==> config.mk <==
export PLATFORM = sky130hd
export DESIGN_NAME = latch_input_conditioner
export DESIGN_NICKNAME = d
export VERILOG_FILES = /design/src/rtl/latch_input_conditioner.sv
export SDC_FILE = /design/constraint.sdc
export NUM_CORES = 1
export LEC_CHECK = 0
export CORE_UTILIZATION = 55
export CTS_CLUSTER_DIAMETER = 150
export DETAILED_ROUTE_END_ITERATION = 16
export MAX_ROUTING_LAYER = met4
export PLACE_DENSITY_LB_ADDON = 0.25
export REMOVE_ABC_BUFFERS = 1
export SETUP_SLACK_MARGIN = 0.15
export SYNTH_ARGS = -nofsm -noshare
export SYNTH_HDL_FRONTEND = slang
export SYNTH_SLANG_ARGS = --single-unit
==> constraint.sdc <==
create_clock -name Clk -period 2 [get_ports Clk]
set_input_delay 0.5 -clock Clk [delete_from_list [all_inputs] [get_ports Clk]]
set_output_delay 0.5 -clock Clk [all_outputs]
set_load 0.05 [all_outputs]
==> src/rtl/latch_input_conditioner.sv <==
// Synchronizes and debounces the raw D/G switch levels for the gated
// D latch, with registered one-cycle rise/fall pulses per channel.
module debounce_stage #(
  parameter int DEBOUNCE_CYCLES = 8,
  parameter int CNT_W           = 20
) (
  input  logic clk,
  input  logic rst,
  input  logic raw,
  output logic lvl,
  output logic rise,
  output logic fall
);

  typedef enum logic {STABLE, COUNTING} state_t;

  localparam logic [CNT_W-1:0] LAST = CNT_W'(DEBOUNCE_CYCLES - 1);
  localparam logic [CNT_W-1:0] ONE  = CNT_W'(1);

  state_t           state, state_n;
  logic             s1, s2;
  logic [CNT_W-1:0] cnt, cnt_n;
  logic             lvl_n, rise_n, fall_n;

  always_ff @(posedge clk or posedge rst) begin
    if (rst) begin
      s1    <= 1'b0;
      s2    <= 1'b0;
      state <= STABLE;
      cnt   <= '0;
      lvl   <= 1'b0;
      rise  <= 1'b0;
      fall  <= 1'b0;
    end else begin
      s1    <= raw;
      s2    <= s1;
      state <= state_n;
      cnt   <= cnt_n;
      lvl   <= lvl_n;
      rise  <= rise_n;
      fall  <= fall_n;
    end
  end

  // A single differing sample suffices when DEBOUNCE_CYCLES is 1.
  always_comb begin
    state_n = state;
    cnt_n   = cnt;
    lvl_n   = lvl;
    rise_n  = 1'b0;
    fall_n  = 1'b0;
    unique case (state)
      STABLE: begin
        if (s2 != lvl) begin
          if (DEBOUNCE_CYCLES == 1) begin
            lvl_n  = s2;
            rise_n = s2;
            fall_n = ~s2;
          end else begin
            state_n = COUNTING;
            cnt_n   = ONE;
          end
        end
      end
      COUNTING: begin
        if (s2 == lvl) begin
          state_n = STABLE;
          cnt_n   = '0;
        end else if (cnt == LAST) begin
          state_n = STABLE;
          cnt_n   = '0;
          lvl_n   = s2;
          rise_n  = s2;
          fall_n  = ~s2;
        end else begin
          cnt_n = cnt + ONE;
        end
      end
      default: begin
        state_n = STABLE;
        cnt_n   = '0;
      end
    endcase
  end

endmodule

module latch_input_conditioner #(
  parameter int DEBOUNCE_CYCLES = 8,
  parameter int CNT_W           = 20
) (
  input  logic Clk,
  input  logic reset,
  input  logic d_raw,
  input  logic g_raw,
  output logic D,
  output logic G,
  output logic d_rise,
  output logic d_fall,
  output logic g_rise,
  output logic g_fall
);

  debounce_stage #(
    .DEBOUNCE_CYCLES(DEBOUNCE_CYCLES),
    .CNT_W          (CNT_W)
  ) u_d (
    .clk (Clk),
    .rst (reset),
    .raw (d_raw),
    .lvl (D),
    .rise(d_rise),
    .fall(d_fall)
  );

  debounce_stage #(
    .DEBOUNCE_CYCLES(DEBOUNCE_CYCLES),
    .CNT_W          (CNT_W)
  ) u_g (
    .clk (Clk),
    .rst (reset),
    .raw (g_raw),
    .lvl (G),
    .rise(g_rise),
    .fall(g_fall)
  );

endmodule

---- Word-level counts from Yosys, hierarchy flattened ----
Index checks and enable logic that the tools add are counted.
word-level totals
  logic and storage cells ................. 60
  register bits after elaboration ......... 52
  output and inout port bits .............. 6
cells by class
  eq/ne operators ......................... 8
  bitwise gates (word level) .............. 6
  $add $sub $neg .......................... 2
  mux-type cells .......................... 28
  reduce and logical (&&, ||, !) cells .... 2
operators with widths
  operator                                        number
  2-to-1 mux 20 bit                               6
  case mux 20 bit (2 select lines)                2
  adder 20 x 1 -> 20 bit, second input constant   2
  == test 20 x 3 -> 1 bit, second input constant  2
  2-to-1 mux 1 bit                                18
  inverter 1 bit                                  6
  AND reduction 3 bit                             2
  != test 2 x 1 -> 1 bit, second input constant   2
  case mux 1 bit (2 select lines)                 2
  == test 1 bit                                   2
  != test 1 bit                                   2

---- Logic depth before layout (Yosys ltp) ----
  depth in word-level cells ............... 4
  gate-level depth with buffers ........... 7
  depth with buffers taken out ............ 6

---- Cells and area by module ----
A second synthesis with hierarchy kept.
unflattened totals
  cells, all modules ...................... 274
  area total of the unflattened synthesis .. 2,680.1 sq um
modules (own cells, without submodules)
  module          area an instance (sq um)  instances  cells an instance
  debounce_stage  1,340.0                   2          137

---- Least setup slack after synthesis ----
Ideal clock, no wire load.
  path type ............................... register -> register
  start point ............................. register u_d.lvl
  end point ............................... register u_d.cnt[18]
  data arrival time ....................... 1,902 ps
  path buffers ............................ 1
  cell stages (with the launch flop) ...... 7
  required time ........................... 1,931 ps
  period minus slack after synthesis ...... 1,971 ps
  path slack .............................. 29 ps
  cells stage by stage .................... dfrtp_1 -> xor2_1 -> nand2_2 -> a21o_4 -> buf_8 -> or3_1 -> nand3_1
on the way
  longest elaborated chain between the ends .. 3
  elaborated cells on any way between the ends .. 5
  those cells by class .................... eq/ne: 3; mux: 2
RTL lines
  item                              line  text
  from (decl)                       10    output logic lvl,
  from (signal assigned)            39    lvl <= lvl_n;
  == test 1 bit                     66    if (s2 == lvl) begin
  2-to-1 mux 20 bit                 66
  case mux 20 bit (2 select lines)  52    unique case (state)
  to (signal assigned)              38    cnt <= cnt_n;
  to (decl)                         22    logic [CNT_W-1:0] cnt, cnt_n;
Several ways; a longest one is shown, not always the timed one.
A chain may end at the register's enable or synchronous reset.

---- Worst setup path after layout ----
  start point ............................. register u_d.cnt[9]
  end point ............................... register u_d.cnt[19]
on the way
  longest elaborated chain between the ends .. 4
  elaborated cells on any way between the ends .. 5
  those cells by class .................... add/sub: 1; eq/ne: 1; mux: 3
RTL lines
  item                                                                      line    text
  adder 20 x 1 -> 20 bit / == test 20 x 3 -> 1 bit (equally long branches)  76, 69
  2-to-1 mux 20 bit (*)                                                     69      end else if (cnt == LAST) begin
  2-to-1 mux 20 bit (*)                                                     66
  case mux 20 bit (2 select lines) (*)                                      52
Every way passes the cells marked *; elsewhere a longest branch is shown, timed or not.

==> results.json <==
{
  "multi_input_area_um2": 1480,
  "ir_worst_vdd_mv": 0.681,
  "yosys_warnings": 0,
  "worstSetupStartpointType": "flop",
  "p_clk_share_pct": 23.4,
  "grt_pass1_wl_um": 10900,
  "synthCells": 299,
  "intPower_w": 0.00168,
  "clock_latency_ns": 0.31,
  "synthArstFlopShare_pct": 100,
  "fmax_mhz": 505,
  "p_per_area_nw_per_um2": 760,
  "coreArea_um2": 4790,
  "cts.clk_slew.worst_paths_ns": 0.10,
  "fin_area_um2": 3400,
  "setup_total_negative_slack_ns": 0,
  "antenna_found_initial": 0,
  "swShare_pct": 34.9,
  "cts_root_buf": "clkbuf_8",
  "finalHoldViolations": 0,
  "cp.arrival_ns": 2.22,
  "wl_per_cell_um": 16.6,
  "critPathMaxFanout": 6,
  "whs_ns": 0.358,
  "slew_headroom_pct": 67.4,
  "p_switching_w": 0.000900,
  "drive_above_1_share_pct": 26.6,
  "fillers": 347,
  "synth_ff_type": "dfrtp_1",
  "cts_tree": "built",
  "yosysTopAreaCellShare_pct": 46.9,
  "die_area_um2": 5330,
  "grt.total_usage_pct": 27.7,
  "post-route-period-util_pct": 99.1,
  "final_nets": 351,
  "synth_edf_count": 0,
  "worst_slew_pin_slew_ns": 0.490,
  "vias_per_cell": 6.14,
  "grt_max_degree": 19,
  "setup_viol": 0,
  "cts.sinks": 52,
  "die_h_um": 73.0,
  "vias": 2535,
  "cts_buffers": 5,
  "max_cap_violations": 0,
  "overflow": 0,
  "avgSynthCellArea_um2": 9.28,
  "grt_pass1_vias": 2259,
  "r2r_setup_slack_ns": 0.02,
  "n_antenna_cell": 0,
  "fin_crit_ns": 1.98,
  "pin_count": 10,
  "drt_first_iter_violations": 264,
  "yosys-top-cells-count": "dfrtp_1, nand2_1, nand3_1",
  "hold_buffers": 0,
  "gp_congestion": 0.844,
  "post-dp-hpwl_um": 4520,
  "seq_area_frac_synth_pct": 46.9,
  "drt_wl_total_um": 6860,
  "syn-cell-area_um2": 2780,
  "outcome": "completed",
  "synth_top_area_cell": "dfrtp_1",
  "io_buffer_count": 9,
  "seqPwrFrac_pct": 46.8,
  "ys_types": 49,
  "rsz0062_at_grt": "true",
  "drt_pre_antenna_iters": 4,
  "synth-seq-cells": 52,
  "hp-class": "flop to flop",
  "area_growth_pct": 22.5,
  "p_leak_nw": 1.54,
  "placed_area_um2": 3090,
  "synth_area_leaders": "dfrtp_1, nand3_1, nand2_1",
  "start_util_pct": 58.0,
  "cp-end-kind": "flop",
  "drcViolationCount": 0,
  "die_w_um": 73.0,
  "fin_skew_ns": 0.00919,
  "clk_path_buf_depth": 2,
  "row_count": 25,
  "p_comb_share_pct": 29.8,
  "drv_slew": 0,
  "crit_required_ns": 2.24,
  "ant_nets": 0,
  "htree_levels": 2,
  "post-synth-top-count-cell": "dfrtp_1",
  "seq_area_um2": 1310,
  "setup.worst_path.class": "flop to flop"
}
## sequential cells by signal, summed over array words and instances (netlist names)
name,flops
u_d.cnt,20
u_g.cnt,20
u_d.fall,1
u_d.lvl,1
u_d.rise,1
u_d.s1,1
u_d.s2,1
u_d.state,1
u_g.fall,1
u_g.lvl,1
u_g.rise,1
u_g.s1,1
u_g.s2,1
u_g.state,1
## per-stage QoR
step | power (W) | instances | setup WS, ns | utilization (%)
2_1_floorplan | 0.00164 | 288 | 0.101 | -
6_report | 0.00258 | 413 | 0.0186 | 71.0
4_1_cts | 0.00247 | 402 | 0.109 | 67.2
5_1_grt | 0.00272 | 413 | -0.0472 | 71.0
3_3_place_gp | 0.00185 | 391 | 0.0511 | 64.7
3_5_place_dp | 0.00187 | 391 | 0.0776 | 64.7
## area by class of cell
cell class              count  share of cell area [%]
repair buffers             49                    11.9
multi-input cells         227                    43.5
inverters                  10                    1.10
clock inverters             2                   0.478
clock buffers               6                    2.13
flip-flops and latches     52                    38.4
well taps                  67                    2.47
## logic make-up (layout without fill, tap and decap cells)
group	count (synthesis)	count (layout)	share of synthesized area [%]
AND/OR/NAND/NOR	158	158	31.5
flip-flops	52	52	46.9
multiplexers	3	3	1.31
adder cells (fa/ha/maj)	2	2	0.902
AO/OA/AOI/OAI	61	62	15.1
buffers and inverters	21	67	3.70
XOR/XNOR	2	2	0.631
## worst paths after layout
kind / startpoint / endpoint / cells after the start
max: u_d.cnt[9]$_DFFE_PP0P_ / u_d.cnt[19]$_DFFE_PP0P_ / 5
min: u_d.s1$_DFF_PP0_ / u_d.s2$_DFF_PP0_ / 0
max reg2reg: u_d.cnt[9]$_DFFE_PP0P_ / u_d.cnt[19]$_DFFE_PP0P_ / 5
min reg2reg: u_d.s1$_DFF_PP0_ / u_d.s2$_DFF_PP0_ / 0
max in group asynchronous: reset / u_g.cnt[17]$_DFFE_PP0P_ / 3
min in group asynchronous: reset / u_d.lvl$_DFFE_PP0P_ / 2
## power groups by stage
stage               Clock, W  Sequential [W]  Combinational (W)
floorplan                  0         0.00124           0.000405
global placement           0         0.00122           0.000631
detailed placement         0         0.00122           0.000642
CTS                 0.000610         0.00120           0.000653
global route        0.000653         0.00122           0.000842
finish              0.000604         0.00121           0.000769
## per-layer routing
| metal | up-vias | global-route usage [%] | part of all wire [%] | routed length [um] |
|---|---|---|---|---|
| met5 | - | - | 0 | 0 |
| met4 | 0 | 7.84 | 1.3 | 86 |
| met3 | 14 | 4.97 | 6.6 | 452 |
| met2 | 92 | 39.5 | 47 | 3190 |
| met1 | 1223 | 40.3 | 46 | 3130 |
| li1 | 1206 | - | - | - |
## critical path, stage by stage (launching register included)
cell and delay, ns:
dfrtp_1 0.50, nand4_1 0.32, nor4_1 0.49, nand4_1 0.19, or3_1 0.33, nand3_1 0.08
## what timing repair did
| item | CTS | global route |
|---|---|---|
| gates cloned | 0 | 2 |
| gates resized for setup | 8 | 30 |
| endpoints found under the setup margin | 28 | 36 |
| pin swaps | 4 | 21 |
| buffers inserted | 3 | 9 |
## cell usage in the layout, fill, tap and decap left out, drive strengths merged, types with 3 or more instances in the layout
cell and instances:
a21o 13, a21oi 11, a221o 3, a22o 3
and2 4, and3 4, buf 42, clkbuf 6
clkdlybuf4s50 3, dfrtp 52, dlygate4sd2 4, inv 10
nand2 32, nand3 27, nand4 15, nor2 19
nor3 10, nor3b 7, nor4 14, o21ai 22
or2 4, or3 14
No activity file was read; power rests on OpenSTA's default activity.
